--- src/rtl/knn_pkg.sv ---
// Shared constants, FSM state type and the word-count saturation helper
// for the local search-point buffer controller.
package knn_pkg;

    localparam int DataWidth    = 256;
    localparam int AddressRange = 2048;
    localparam int AddressWidth = 11;
    // One extra bit so that a full-buffer count (AddressRange) is representable
    localparam int CountWidth   = AddressWidth + 1;

    typedef enum logic [1:0] {
        IDLE,
        LOAD,
        DRAIN,
        DONE
    } state_t;

    // Requested word counts beyond the buffer depth are clamped to the depth
    function automatic logic [CountWidth-1:0] sat_words(input logic [CountWidth-1:0] words);
        return (words > CountWidth'(AddressRange)) ? CountWidth'(AddressRange) : words;
    endfunction

endpackage

--- src/rtl/knn_sync_fifo.sv ---
// Small synchronous show-ahead FIFO used as the output skid buffer.
// The head word is presented combinationally and forced to zero when empty.
module knn_sync_fifo #(
    parameter int Width = 256,
    parameter int Depth = 4,
    localparam int PtrWidth = (Depth > 1) ? $clog2(Depth) : 1,
    localparam int CntWidth = $clog2(Depth + 1)
) (
    input  logic                clk,
    input  logic                reset,
    input  logic                push,
    input  logic [Width-1:0]    push_data,
    input  logic                pop,
    output logic [Width-1:0]    pop_data,
    output logic [CntWidth-1:0] count
);

    logic [Width-1:0]    store_reg [Depth];
    logic [PtrWidth-1:0] wr_ptr_reg;
    logic [PtrWidth-1:0] rd_ptr_reg;
    logic [CntWidth-1:0] count_reg;
    logic                push_ok;
    logic                pop_ok;

    function automatic logic [PtrWidth-1:0] ptr_inc(input logic [PtrWidth-1:0] ptr);
        return (ptr == PtrWidth'(Depth - 1)) ? '0 : ptr + PtrWidth'(1);
    endfunction

    assign pop_ok   = pop && (count_reg != '0);
    assign push_ok  = push && ((count_reg != CntWidth'(Depth)) || pop_ok);
    assign pop_data = (count_reg != '0) ? store_reg[rd_ptr_reg] : '0;
    assign count    = count_reg;

    // Storage array: written on push, no reset needed since reads are gated by count
    always_ff @(posedge clk) begin
        if (push_ok) begin
            store_reg[wr_ptr_reg] <= push_data;
        end
    end

    // Pointers and occupancy; simultaneous push and pop leave the count unchanged
    always_ff @(posedge clk) begin
        if (reset) begin
            wr_ptr_reg <= '0;
            rd_ptr_reg <= '0;
            count_reg  <= '0;
        end else begin
            if (push_ok) begin
                wr_ptr_reg <= ptr_inc(wr_ptr_reg);
            end
            if (pop_ok) begin
                rd_ptr_reg <= ptr_inc(rd_ptr_reg);
            end
            case ({push_ok, pop_ok})
                2'b10:   count_reg <= count_reg + CntWidth'(1);
                2'b01:   count_reg <= count_reg - CntWidth'(1);
                default: count_reg <= count_reg;
            endcase
        end
    end

endmodule

--- src/rtl/knn_local_sp_stream_ctrl.sv ---
// Controller for the single-port local search-point buffer: loads a word
// stream into addresses 0..N-1, then streams the buffer back a number of
// passes through a credit-limited skid FIFO.
module knn_local_sp_stream_ctrl
    import knn_pkg::*;
#(
    parameter int READ_LATENCY = 1,
    parameter int FIFO_DEPTH   = 4
) (
    input  logic                    clk,
    input  logic                    reset,
    input  logic                    start,
    input  logic [AddressWidth:0]   num_words,
    input  logic [15:0]             num_passes,
    output logic                    busy,
    output logic                    done,
    input  logic [DataWidth-1:0]    in_data,
    input  logic                    in_valid,
    output logic                    in_ready,
    output logic [DataWidth-1:0]    out_data,
    output logic                    out_valid,
    input  logic                    out_ready,
    output logic [AddressWidth-1:0] mem_address0,
    output logic                    mem_ce0,
    output logic                    mem_we0,
    output logic [DataWidth-1:0]    mem_d0,
    input  logic [DataWidth-1:0]    mem_q0
);

    localparam int FillWidth = $clog2(FIFO_DEPTH + 1);

    state_t                  state_reg, state_next;
    logic [CountWidth-1:0]   n_reg, wr_cnt_reg, n_last, n_sat;
    logic [15:0]             passes_reg, rd_pass_reg, pop_pass_reg, passes_last;
    logic [AddressWidth-1:0] rd_addr_reg, pop_idx_reg;
    logic [FillWidth-1:0]    outstanding_reg, fifo_count;
    logic [READ_LATENCY:0]   rd_vld;
    logic                    start_ok, wr_fire, wr_last, reads_left, credit_ok, rd_fire;
    logic                    rd_wrap, pop_wrap, push, pop, pop_last;

    assign n_sat       = sat_words(num_words);
    assign n_last      = n_reg - CountWidth'(1);
    assign passes_last = passes_reg - 16'd1;
    assign start_ok    = (state_reg == IDLE) && start;
    assign wr_fire     = in_valid && in_ready;
    assign wr_last     = wr_fire && (wr_cnt_reg == n_last);
    assign reads_left  = rd_pass_reg < passes_reg;
    // Words already in the FIFO plus reads still in flight must fit in the FIFO
    assign credit_ok   = ({1'b0, fifo_count} + {1'b0, outstanding_reg}) < (FillWidth + 1)'(FIFO_DEPTH);
    assign rd_fire     = (state_reg == DRAIN) && reads_left && credit_ok;
    assign rd_wrap     = ({1'b0, rd_addr_reg} == n_last);
    assign pop_wrap    = ({1'b0, pop_idx_reg} == n_last);
    assign push        = rd_vld[READ_LATENCY];
    assign pop         = out_valid && out_ready;
    assign pop_last    = pop && pop_wrap && (pop_pass_reg == passes_last);
    assign out_valid   = (fifo_count != '0);

    // Read-data valid pipeline: stage 0 is the read command currently on the bus
    assign rd_vld[0] = mem_ce0 && !mem_we0;
    generate
        for (genvar gi = 0; gi < READ_LATENCY; gi++) begin : g_rd_vld
            logic stage_reg;
            // Delay the read-command flag by one more cycle; reset drops in-flight data
            always_ff @(posedge clk) begin
                if (reset) begin
                    stage_reg <= 1'b0;
                end else begin
                    stage_reg <= rd_vld[gi];
                end
            end
            assign rd_vld[gi + 1] = stage_reg;
        end
    endgenerate

    knn_sync_fifo #(
        .Width (DataWidth),
        .Depth (FIFO_DEPTH)
    ) u_out_fifo (
        .clk       (clk),
        .reset     (reset),
        .push      (push),
        .push_data (mem_q0),
        .pop       (pop),
        .pop_data  (out_data),
        .count     (fifo_count)
    );

    // FSM state register
    always_ff @(posedge clk) begin
        if (reset) begin
            state_reg <= IDLE;
        end else begin
            state_reg <= state_next;
        end
    end

    // FSM next-state logic
    always_comb begin
        state_next = state_reg;
        case (state_reg)
            IDLE:    if (start) state_next = (n_sat == '0) ? DONE : LOAD;
            LOAD:    if (wr_last) state_next = DRAIN;
            DRAIN:   if (pop_last) state_next = DONE;
            DONE:    state_next = IDLE;
            default: state_next = IDLE;
        endcase
    end

    // FSM outputs
    always_comb begin
        busy     = 1'b0;
        done     = 1'b0;
        in_ready = 1'b0;
        case (state_reg)
            LOAD: begin
                busy     = 1'b1;
                in_ready = (wr_cnt_reg < n_reg);
            end
            DRAIN:   busy = 1'b1;
            DONE:    done = 1'b1;
            default: ;
        endcase
    end

    // Job parameters, address counters, credit tracking and registered buffer port
    always_ff @(posedge clk) begin
        if (reset) begin
            n_reg           <= '0;
            passes_reg      <= '0;
            wr_cnt_reg      <= '0;
            rd_addr_reg     <= '0;
            rd_pass_reg     <= '0;
            pop_idx_reg     <= '0;
            pop_pass_reg    <= '0;
            outstanding_reg <= '0;
            mem_address0    <= '0;
            mem_ce0         <= 1'b0;
            mem_we0         <= 1'b0;
            mem_d0          <= '0;
        end else begin
            mem_ce0 <= 1'b0;
            mem_we0 <= 1'b0;
            if (start_ok) begin
                n_reg        <= n_sat;
                passes_reg   <= (num_passes == 16'd0) ? 16'd1 : num_passes;
                wr_cnt_reg   <= '0;
                rd_addr_reg  <= '0;
                rd_pass_reg  <= '0;
                pop_idx_reg  <= '0;
                pop_pass_reg <= '0;
            end
            if (wr_fire) begin
                mem_ce0      <= 1'b1;
                mem_we0      <= 1'b1;
                mem_address0 <= wr_cnt_reg[AddressWidth-1:0];
                mem_d0       <= in_data;
                wr_cnt_reg   <= wr_cnt_reg + CountWidth'(1);
            end
            if (rd_fire) begin
                mem_ce0      <= 1'b1;
                mem_address0 <= rd_addr_reg;
                rd_addr_reg  <= rd_wrap ? '0 : rd_addr_reg + AddressWidth'(1);
                if (rd_wrap) begin
                    rd_pass_reg <= rd_pass_reg + 16'd1;
                end
            end
            if (pop) begin
                pop_idx_reg <= pop_wrap ? '0 : pop_idx_reg + AddressWidth'(1);
                if (pop_wrap) begin
                    pop_pass_reg <= pop_pass_reg + 16'd1;
                end
            end
            outstanding_reg <= outstanding_reg + FillWidth'(rd_fire) - FillWidth'(push);
        end
    end

endmodule

--- config.mk ---
export PLATFORM = sky130hd
export DESIGN_NAME = knn_local_sp_stream_ctrl
export DESIGN_NICKNAME = d
export VERILOG_FILES = /design/src/rtl/knn_pkg.sv /design/src/rtl/knn_sync_fifo.sv /design/src/rtl/knn_local_sp_stream_ctrl.sv
export SDC_FILE = /design/constraint.sdc
export NUM_CORES = 2
export LEC_CHECK = 0
export BUFFER_PORTS_ARGS = -buffer_cell sky130_fd_sc_hd__buf_2
export CORE_AREA = 5 5 415 417
export CTS_BUF_LIST = sky130_fd_sc_hd__clkbuf_4 sky130_fd_sc_hd__clkbuf_8 sky130_fd_sc_hd__clkbuf_16
export DETAILED_ROUTE_END_ITERATION = 8
export DIE_AREA = 0 0 420 422
export HOLD_SLACK_MARGIN = 0.12
export PLACE_DENSITY_LB_ADDON = 0.12
export SLEW_MARGIN = 20
export SYNTH_ARGS = -nofsm -noshare
export SYNTH_HDL_FRONTEND = slang
export SYNTH_SLANG_ARGS = --single-unit
export TNS_END_PERCENT = 20
--- constraint.sdc ---
create_clock -name clk -period 15.5 [get_ports clk]
set_input_delay 3.1 -clock clk [delete_from_list [all_inputs] [get_ports clk]]
set_output_delay 3.1 -clock clk [all_outputs]
set_load 0.05 [all_outputs]
==> results.yml <==
grt:
  largest_net_degree_at_the_start_of_global_routing: 197
  grt_remaining_overflow: 0
  first_global_vias: 35400
  antenna_found_initial: 158
  grt_pass1_wl_um: 272000
  grt_util_all_layers: 0.214
die:
  die_width_um: 420
  num_io_pins: 1074
  die-height_um: 422
  core-area_mm2: 0.168
  floorplan.initialDensity: 0.327
  placement_rows: 151
  dieArea_mm2: 0.177
timing:
  slew_headroom: 0.205
  drv_slew: 0
  finalHoldViolations: 0
  timing.final.crit_share: 0.519
  post-route-min-period_ps: 8050
  setup_repair_after_global_routing_missed_its_margin: "false"
  setup_tns_ps: 0
  worst_clock_skew_ps: 43.4
  worst_slew_pin_slew_ps: 1190
  maxClockFrequency_mhz: 124
  finalSetupViolations: 0
layout:
  largest_reg_flops: 1024
  share_of_post_route_cells_with_drive_strength_above_1: 0.340
  share_of_the_core_filled_with_cells_in_the_final_layout: 0.404
  postLayoutCellArea_mm2: 0.0681
  area_growth_pct: 23.6
  layout.nets: 5362
cts:
  cts-buffers-inserted: 161
  post_cts_hold_buffer_count: 0
  clock_tree.root_cell: "sky130_fd_sc_hd__clkbuf_16"
  ctsLongestPathBuffers: 3
  clk_latency_ps: 800
  tritoncts: "built"
  cts_setup_buffers: 0
  post_cts_resized: 0
  cts.sinks: 1402
  clk_transition_reported_paths_ps: 60
  cts.htree.levels: 4
power_and_ir_drop:
  vdd_drop_max_uv: 111
  power_density_mw_per_mm2: 169
  power.leakage_uw: 0.0248
route:
  post_drt_via_cell_ratio: 4.97
  drt_iter0_markers: 2645
  vias: 35600
  post_route_antenna_net_violation_count: 0
  wire_per_inst_um: 27.2
  route.detailed.drc: 0
  drt_pass1_iterations: 7
  wl_um: 195000
worst_setup_path:
  critPathMaxStageDelay_ps: 900
  timing.critical_path.to_type: "output port"
  most_repeated_library_cell_on_the_critical_path: "sky130_fd_sc_hd__buf_4"
  worst_setup_path_start_kind: "register"
  critical_path_class: "register to output port"
  timing.critical_path.arrival_ps: 4950
  timing.critical_path.cells: "buf_4, buf_4, buf_4, mux4_2, and2_1, buf_2"
  required_ps: 12400
  critical_path.max_fanout: 39
  critical-path-slowest-cell: "sky130_fd_sc_hd__dfxtp_4"
yosys:
  yosysTopAreaCell: "sky130_fd_sc_hd__edfxtp_1"
  synth_simple_gate_area_share: 0.103
  synth_area_per_cell_um2: 14.8
  post-synth-top-count-cell: "sky130_fd_sc_hd__edfxtp_1"
  postSynthCellCount: 3717
  synth_compound_gate_area_share: 0.0524
  ys_warn_count: 0
  synth_area_leaders: "sky130_fd_sc_hd__edfxtp_1 (56%), sky130_fd_sc_hd__dfxtp_1 (14%), sky130_fd_sc_hd__mux4_2 (10%)"
  postSynth.asyncResetShare: 0
  synth_enable_flop_cells: 1024
  synth_fp_nets: 4312
  synth_top_family_by_area: "multiplexers"
  synthXorXnorAreaFrac: 0.0113
  ys.flop_type: "sky130_fd_sc_hd__edfxtp_1"
  synth.area.mux_share: 0.107
  synth_adder_area_share: 0.0116
  yosys.cell_types.count: 83
  synth_commonest_cells: "sky130_fd_sc_hd__edfxtp_1 (1024), sky130_fd_sc_hd__nand2_1 (623), sky130_fd_sc_hd__dfxtp_1 (378)"
  total_of_flip_flops_plus_latches_after_synthesis: 1402
  syn_area_mm2: 0.0551
  synth_top_area_frac: 0.559
  synth_seq_area_share: 0.696
run_status:
  result_of_the_run: "complete, no violations"
placement:
  dp_hpwl_um: 137000
  place.gp.congestion: 0.984
  io_buffer_count: 1073
  postPlaceCellArea_mm2: 0.0627
worst_hold_path:
  timing.hold.worst.class: "register to register"
run:
  max-cap-violations: 0
==> kinds of logic (layout without fill, tap and decap cells) <==
logic type | count (synthesis) | count (layout)
adders and majority gates | 50 | 50
muxes | 268 | 268
buffers and inverters | 270 | 1447
DFF | 1402 | 1402
and+or+nand+nor | 1170 | 1170
xor gates and xnor gates | 55 | 55
AOI/OAI and AO/OA | 502 | 502
other | 0 | 47
==> cells in the final DEF, fill, tap and decap left out, types with 14 or more instances in the layout <==
cell type,netlist,layout
sky130_fd_sc_hd__a21o_1,24,24
sky130_fd_sc_hd__a21oi_1,325,325
sky130_fd_sc_hd__a311oi_1,16,16
sky130_fd_sc_hd__and2_1,266,262
sky130_fd_sc_hd__and3_1,35,34
sky130_fd_sc_hd__buf_2,4,1072
sky130_fd_sc_hd__buf_4,2,37
sky130_fd_sc_hd__clkbuf_16,0,162
sky130_fd_sc_hd__clkbuf_4,0,41
sky130_fd_sc_hd__clkinv_1,0,35
sky130_fd_sc_hd__clkinv_2,0,23
sky130_fd_sc_hd__dfxtp_1,378,376
sky130_fd_sc_hd__diode_2,0,47
sky130_fd_sc_hd__edfxtp_1,1024,1024
sky130_fd_sc_hd__ha_1,48,48
sky130_fd_sc_hd__inv_1,42,42
sky130_fd_sc_hd__mux4_2,256,256
sky130_fd_sc_hd__nand2_1,623,623
sky130_fd_sc_hd__nand3_1,33,31
sky130_fd_sc_hd__nor2_1,88,88
sky130_fd_sc_hd__nor3_1,21,21
sky130_fd_sc_hd__nor4_1,23,23
sky130_fd_sc_hd__o211ai_1,14,14
sky130_fd_sc_hd__o21ai_0,52,52
sky130_fd_sc_hd__xnor2_1,30,30
sky130_fd_sc_hd__xor2_1,15,15
==> per-stage QoR <==
step	hold slack (ps)	setup WS [ps]	cells	power (µW)
3_5_place_dp	443	8000	6822	7880
3_3_place_gp	439	8040	6822	7880
6_report	449	7450	7159	11500
4_1_cts	450	7090	7112	11700
5_1_grt	466	6870	7137	12000
2_1_floorplan	445	5660	3717	6820
==> power breakdown <==
part           switching, µW  internal, µW  total, µW
logic                   2450           975       3420
clock network           1570          2170       3740
registers                129          4200       4320
==> per-layer routing <==
metal | vias up | track usage | wire length, µm
met5 | - | 0 | 235
met4 | 38 | 0.0727 | 7480
met3 | 456 | 0.0710 | 15100
met2 | 1225 | 0.362 | 96300
met1 | 17800 | 0.255 | 75600
li1 | 16000 | - | -
==> worst max-delay path: cells and delay by family, from the launching register on <==
family | cells | cell delay (ps)
buffers and inverters | 4 | 2340
DFF | 1 | 900
muxes | 1 | 590
and+or+nand+nor | 1 | 190
==> worst paths after layout <==
kind	startpoint	to	slack, ps	cells after the start
hold reg to reg	mem_d0[91]	mem_d0[91]	450	2
setup / recovery	register	out_data[208]	7450	6
hold / removal	mem_d0[91]	mem_d0[91]	450	2
setup reg to reg	n_reg[5]	state_reg[0]	11130	10
==> layout make-up <==
class                           count  area [µm²]
Sequential cell                  1402       38300
Clock inverter                     80         744
Timing Repair Buffer             1115        5760
Fill cell                       15900      100000
Inverter                           42         158
Tap cell                         2218        2780
Multi-Input combinational cell   2045       15700
Antenna cell                       47         118
Clock buffer                      210        4460
Power figures use the tool's default switching activity.
